### src/rtl/fetch_ctrl.sv
// Fetch controller for the RV32 core. It owns the architectural PC and keeps
// at most one instruction fetch outstanding. The returned instruction is held
// until decode takes it. Jump and trap redirects discard any fetch they make
// stale.
module fetch_ctrl #(
    parameter logic [31:0] RESET_PC = 32'h8000_0000
) (
    input  logic        clk,
    input  logic        rst,
    output logic        imem_req_valid,
    input  logic        imem_req_ready,
    output logic [31:0] imem_req_addr,
    input  logic        imem_rsp_valid,
    input  logic [31:0] imem_rsp_data,
    output logic        inst_valid,
    output logic [31:0] inst,
    output logic [31:0] inst_pc,
    input  logic        inst_ready,
    input  logic        jump,
    input  logic [31:0] jump_target,
    input  logic        trap,
    input  logic [31:0] trap_vector,
    output logic [31:0] pc,
    output logic [31:0] snpc
);

    localparam int unsigned XLEN = 32;

    typedef enum logic [2:0] {
        S_IDLE  = 3'd0,
        S_FETCH = 3'd1,
        S_WAIT  = 3'd2,
        S_HOLD  = 3'd3,
        S_DROP  = 3'd4
    } state_e;

    state_e            state_q, state_d;
    logic [XLEN-1:0]   pc_q, pc_d;
    logic [XLEN-1:0]   inst_q, inst_d;
    logic [XLEN-1:0]   inst_pc_q, inst_pc_d;
    logic              inst_valid_q, inst_valid_d;

    logic              redirect;
    logic [XLEN-1:0]   redirect_addr;
    logic              handshake;
    logic [XLEN-1:0]   snpc_c;

    // The low target bits are forced to zero by alignment and are never read.
    logic              unused_align_bits;
    assign unused_align_bits = ^{jump_target[0], trap_vector[1:0]};

    // Trap takes priority over jump. Targets are aligned to 2 and 4 bytes.
    assign redirect      = trap | jump;
    assign redirect_addr = trap ? {trap_vector[XLEN-1:2], 2'b00}
                                : {jump_target[XLEN-1:1], 1'b0};
    assign handshake     = imem_req_valid & imem_req_ready;
    assign snpc_c        = pc_q + XLEN'(4);

    // The request is a decode of the state register. The address is always the PC.
    assign imem_req_valid = (state_q == S_FETCH);
    assign imem_req_addr  = pc_q;
    assign inst_valid     = inst_valid_q;
    assign inst           = inst_q;
    assign inst_pc        = inst_pc_q;
    assign pc             = pc_q;
    assign snpc           = snpc_c;

    // State, PC and instruction buffer registers.
    always_ff @(posedge clk or negedge rst) begin
        if (!rst) begin
            state_q      <= S_IDLE;
            pc_q         <= RESET_PC;
            inst_q       <= '0;
            inst_pc_q    <= '0;
            inst_valid_q <= 1'b0;
        end else begin
            state_q      <= state_d;
            pc_q         <= pc_d;
            inst_q       <= inst_d;
            inst_pc_q    <= inst_pc_d;
            inst_valid_q <= inst_valid_d;
        end
    end

    // Next-state logic. A redirect updates the PC and kills the buffered instruction.
    always_comb begin
        state_d      = state_q;
        pc_d         = pc_q;
        inst_d       = inst_q;
        inst_pc_d    = inst_pc_q;
        inst_valid_d = inst_valid_q;

        unique case (state_q)
            S_IDLE: begin
                state_d = S_FETCH;
                if (redirect) begin
                    pc_d = redirect_addr;
                end
            end

            S_FETCH: begin
                if (handshake) begin
                    // If a redirect lands in the same cycle, the old-PC request is still in flight.
                    state_d = redirect ? S_DROP : S_WAIT;
                end
                if (redirect) begin
                    pc_d         = redirect_addr;
                    inst_valid_d = 1'b0;
                end
            end

            S_WAIT: begin
                if (redirect) begin
                    pc_d         = redirect_addr;
                    inst_valid_d = 1'b0;
                    state_d      = imem_rsp_valid ? S_FETCH : S_DROP;
                end else if (imem_rsp_valid) begin
                    inst_d       = imem_rsp_data;
                    inst_pc_d    = pc_q;
                    inst_valid_d = 1'b1;
                    state_d      = S_HOLD;
                end
            end

            S_HOLD: begin
                if (redirect) begin
                    // A redirect wins over a consume in the same cycle.
                    pc_d         = redirect_addr;
                    inst_valid_d = 1'b0;
                    state_d      = S_FETCH;
                end else if (inst_ready) begin
                    pc_d         = snpc_c;
                    inst_valid_d = 1'b0;
                    state_d      = S_FETCH;
                end
            end

            S_DROP: begin
                if (redirect) begin
                    pc_d         = redirect_addr;
                    inst_valid_d = 1'b0;
                end
                if (imem_rsp_valid) begin
                    state_d = S_FETCH;
                end
            end

            default: begin
                state_d = S_IDLE;
            end
        endcase
    end

endmodule

### config.mk
export PLATFORM = sky130hd
export DESIGN_NAME = fetch_ctrl
export DESIGN_NICKNAME = d
export VERILOG_FILES = /design/src/rtl/fetch_ctrl.sv
export SDC_FILE = /design/constraint.sdc
export NUM_CORES = 1
export LEC_CHECK = 0
export ABC_CLOCK_PERIOD_IN_PS = 2800
export BUFFER_PORTS_ARGS = -buffer_cell sky130_fd_sc_hd__buf_4
export CELL_PAD_IN_SITES_DETAIL_PLACEMENT = 0
export CELL_PAD_IN_SITES_GLOBAL_PLACEMENT = 1
export CORE_MARGIN = 2
export CORE_UTILIZATION = 35
export CTS_BUF_LIST = sky130_fd_sc_hd__clkbuf_8
export CTS_CLUSTER_SIZE = 40
export DETAILED_ROUTE_END_ITERATION = 7
export PLACE_DENSITY_LB_ADDON = 0.1
export SLEW_MARGIN = 10
export SYNTH_ARGS = -nofsm -noshare
export SYNTH_HDL_FRONTEND = slang
export SYNTH_SLANG_ARGS = --single-unit
### constraint.sdc
create_clock -name clk -period 2.8 [get_ports clk]
set_clock_uncertainty 0.05 [all_clocks]
set_input_delay 0.28 -clock clk [delete_from_list [all_inputs] [get_ports clk]]
set_output_delay 0.28 -clock clk [all_outputs]
set_load 0.005 [all_outputs]
==> out/qor.yml <==
outcome: "complete, no violations"
path_clk_slew_ps: 100
cts_buffers: 9
syn_inst: 530
yosysSeqAreaShare: 0.451
rsz0062_at_grt: "true"
fmax_ghz: 0.379
post_cts_buffers: 0
crit_path_end: "snpc[21]"
hp-start: "jump"
grt_max_degree: 64
irDropWorstVdd_v: 0.000325
r2r_start: "state_q[1]"
synth_area_leaders: "dfrtp_1 45%, mux2_2 13%, buf_4 5.1%"
fin_area_um2: 7590
finalPower_mw: 6.41
boundaryPins: 265
startpoint: "imem_req_addr[9]"
timing.rr.end: "imem_req_addr[17]"
ff2ff_path_depth: 5
nNetsFinal: 847
utilization: 0.500
num_rows: 45
ant_nets: 0
drv_slew: 0
drt_iter0_drc: 235
crit_chain: "nand4_1, or3_4, nor3_1, xor2_1, buf_4"
fin_crit_sh: 0.943
drv_cap: 0
grt_pass1_wl_um: 25200
vias: 4776
drc: 0
cp.depth: 5
critPathSlowestCell: "dfrtp_1"
drive_above_1_share: 0.499
worst_pin_slew_ps: 950
yosys_warnings: 0
p_leak_nw: 3.81
path_class: "register to primary output"
final_hold_viol_count: 0
tritoncts: "done"
dieArea_um2: 16600
cpLargestDelayFamily: "simple AND/OR/NAND/NOR gates"
rrSetupSlack_ps: 420
slew_headroom: 0.366
syn_area_per_cell_um2: 10.3
critical_path.max_stage_delay_ps: 500
grt_usage: 0.195
end_kind: "primary output"
start_util: 0.358
dieHeight_um: 129
placed_area_um2: 7340
synth.distinct_cells: 52
firstDrtPassIters: 4
fillCellCount: 1474
globalRouteOverflowTotal: 0
crit_buf_inv: 1
setup_viol: 0
h-tree-depth: 3
diodes: 0
synth_top_area_frac: 0.446
wl_per_cell_um: 17.3
port_buffers: 257
power.density_nw_per_um2: 844
via_per_inst: 5.10
dp_hpwl_um: 11800
clk_path_buf_depth: 2
period_needed_ps: 2640
synth_seq_cells: 98
cp.required_ps: 2470
gp_congestion: 0.736
insertion_delay_ps: 390
cts_sinks: 98
core_um2: 15200
die_x_um: 129
cts-root-buf: "clkbuf_8"
synth_area_um2: 5450
critPathArrivalTime_ps: 2310
antenna_found_initial: 0
crit_path_start_kind: "register"
yosysTopAreaCell: "dfrtp_1"
first_global_vias: 4859
synthToLayoutAreaGrowth_pct: 39.5
worst-path-max-fanout: 8
wl_um: 16200
hp-class: "input pin to register"
power by group:
| part | internal [mW] | total (mW) | switching, mW | leakage, nW |
|---|---|---|---|---|
| combinational | 1.71 | 2.86 | 1.15 | 2.43 |
| clock | 0.440 | 1.03 | 0.594 | 0.109 |
| sequential | 1.85 | 2.52 | 0.669 | 1.27 |
| total | 3.99 | 6.41 | 2.42 | 3.81 |
metal layers:
layer | track usage | vias up | part of all wire
li1 | - | 2270 | -
met3 | 0.0420 | 6 | 0.067
met2 | 0.331 | 177 | 0.49
met4 | 0.0607 | 0 | 0.0056
met5 | 0 | - | 0
met1 | 0.248 | 2323 | 0.44
timing repair:
action / CTS / global route
endpoints found under the hold margin: 35 / 0
pin swaps: 0 / 1
gates resized for setup: 2 / 9
hold buffers: 1 / 0
setup endpoints to repair: 4 / 10
area by class of cell:
type	instances	area [um2]	share of cell area
Inverter	10	37.5	0.00494
Timing Repair Buffer	275	2080	0.274
Tap cell	188	235	0.0310
Sequential cell	98	2460	0.324
Multi-Input combinational cell	349	2570	0.338
Clock inverter	7	87.6	0.0115
Clock buffer	9	124	0.0163
flip-flops by register name (all words and copies together) (netlist names):
name and flops:
imem_req_addr 31, state_q 3, inst_pc 31, inst 32
inst_valid 1
cells by family (layout without fill, tap and decap cells):
| family | after synthesis | count (layout) | share of synthesized area |
|---|---|---|---|
| AND/OR/NAND/NOR | 124 | 124 | 0.115 |
| other | 1 | 4 | 0.000689 |
| adder cells (fa/ha/maj) | 2 | 2 | 0.00414 |
| multiplexers | 84 | 84 | 0.169 |
| AO/OA/AOI/OAI | 107 | 107 | 0.128 |
| XOR/XNOR | 28 | 28 | 0.0450 |
| buffers and inverters | 86 | 301 | 0.0875 |
| flip-flops | 98 | 98 | 0.451 |
cells in the mapped netlist, drive strengths merged:
cell type,instances
a211oi,4
a2bb2oi,6
inv,10
and4,2
nand2,36
o2bb2ai,4
conb,1
a22o,4
a22oi,2
o32a,1
maj3,1
nor3,11
o22ai,6
a32oi,1
mux2i,21
dfrtp,97
nand4,13
o2bb2a,1
and2,2
nor2,32
dfstp,1
o311a,5
or4,1
a31oi,8
and3,4
a21oi,22
mux2,63
ha,1
clkbuf,24
xnor2,14
nor4,4
o22a,4
o31ai,2
buf,52
o32ai,1
nor2b,4
a311oi,2
nor3b,1
o21ai,31
nand3,11
xor2,14
o21a,3
and3b,1
or3,2
worst register-to-register path: cells and delay by family (launching register included):
kind                   cells  cell delay [ps]
AO/OA/AOI/OAI              4             1230
buffers and inverters      1              350
flip-flops                 1              660
cells in the final DEF, fill, tap and decap left out, types with 8 or more instances in the layout:
| master | synthesis | final |
|---|---|---|
| buf_4 | 37 | 273 |
| nand3_1 | 11 | 11 |
| a31oi_1 | 8 | 8 |
| xnor2_1 | 14 | 14 |
| dfrtp_1 | 97 | 90 |
| o21ai_0 | 30 | 30 |
| nor3_1 | 9 | 8 |
| nand4_1 | 11 | 11 |
| inv_1 | 10 | 10 |
| mux2_2 | 63 | 63 |
| nand2_1 | 35 | 35 |
| clkbuf_8 | 0 | 9 |
| xor2_1 | 14 | 14 |
| a21oi_1 | 22 | 22 |
| mux2i_1 | 21 | 21 |
| nor2_1 | 32 | 31 |
worst min-delay path by stage:
| stage | endpoint | slack (ps) | cells past startpoint |
|---|---|---|---|
| after floorplan | imem_req_addr[10] | -70 | 0 |
| after global placement | inst[30] | 240 | 1 |
| after detailed placement | inst[30] | 230 | 1 |
| after CTS | state_q[1] | 20 | 2 |
| after global routing | state_q[1] | 30 | 2 |
| final | state_q[1] | 40 | 2 |
per-stage QoR:
step,setup slack (ps),instances,hold WS (ps),TNS (ps)
2_1_floorplan,668,533,-65.6,0
3_3_place_gp,355,919,240,0
3_5_place_dp,369,919,233,0
4_1_cts,6.14,936,16.3,0
5_1_grt,-12.5,936,33.5,-21.0
6_report,159,936,43.5,0
No activity file was read; power rests on OpenSTA's default activity.
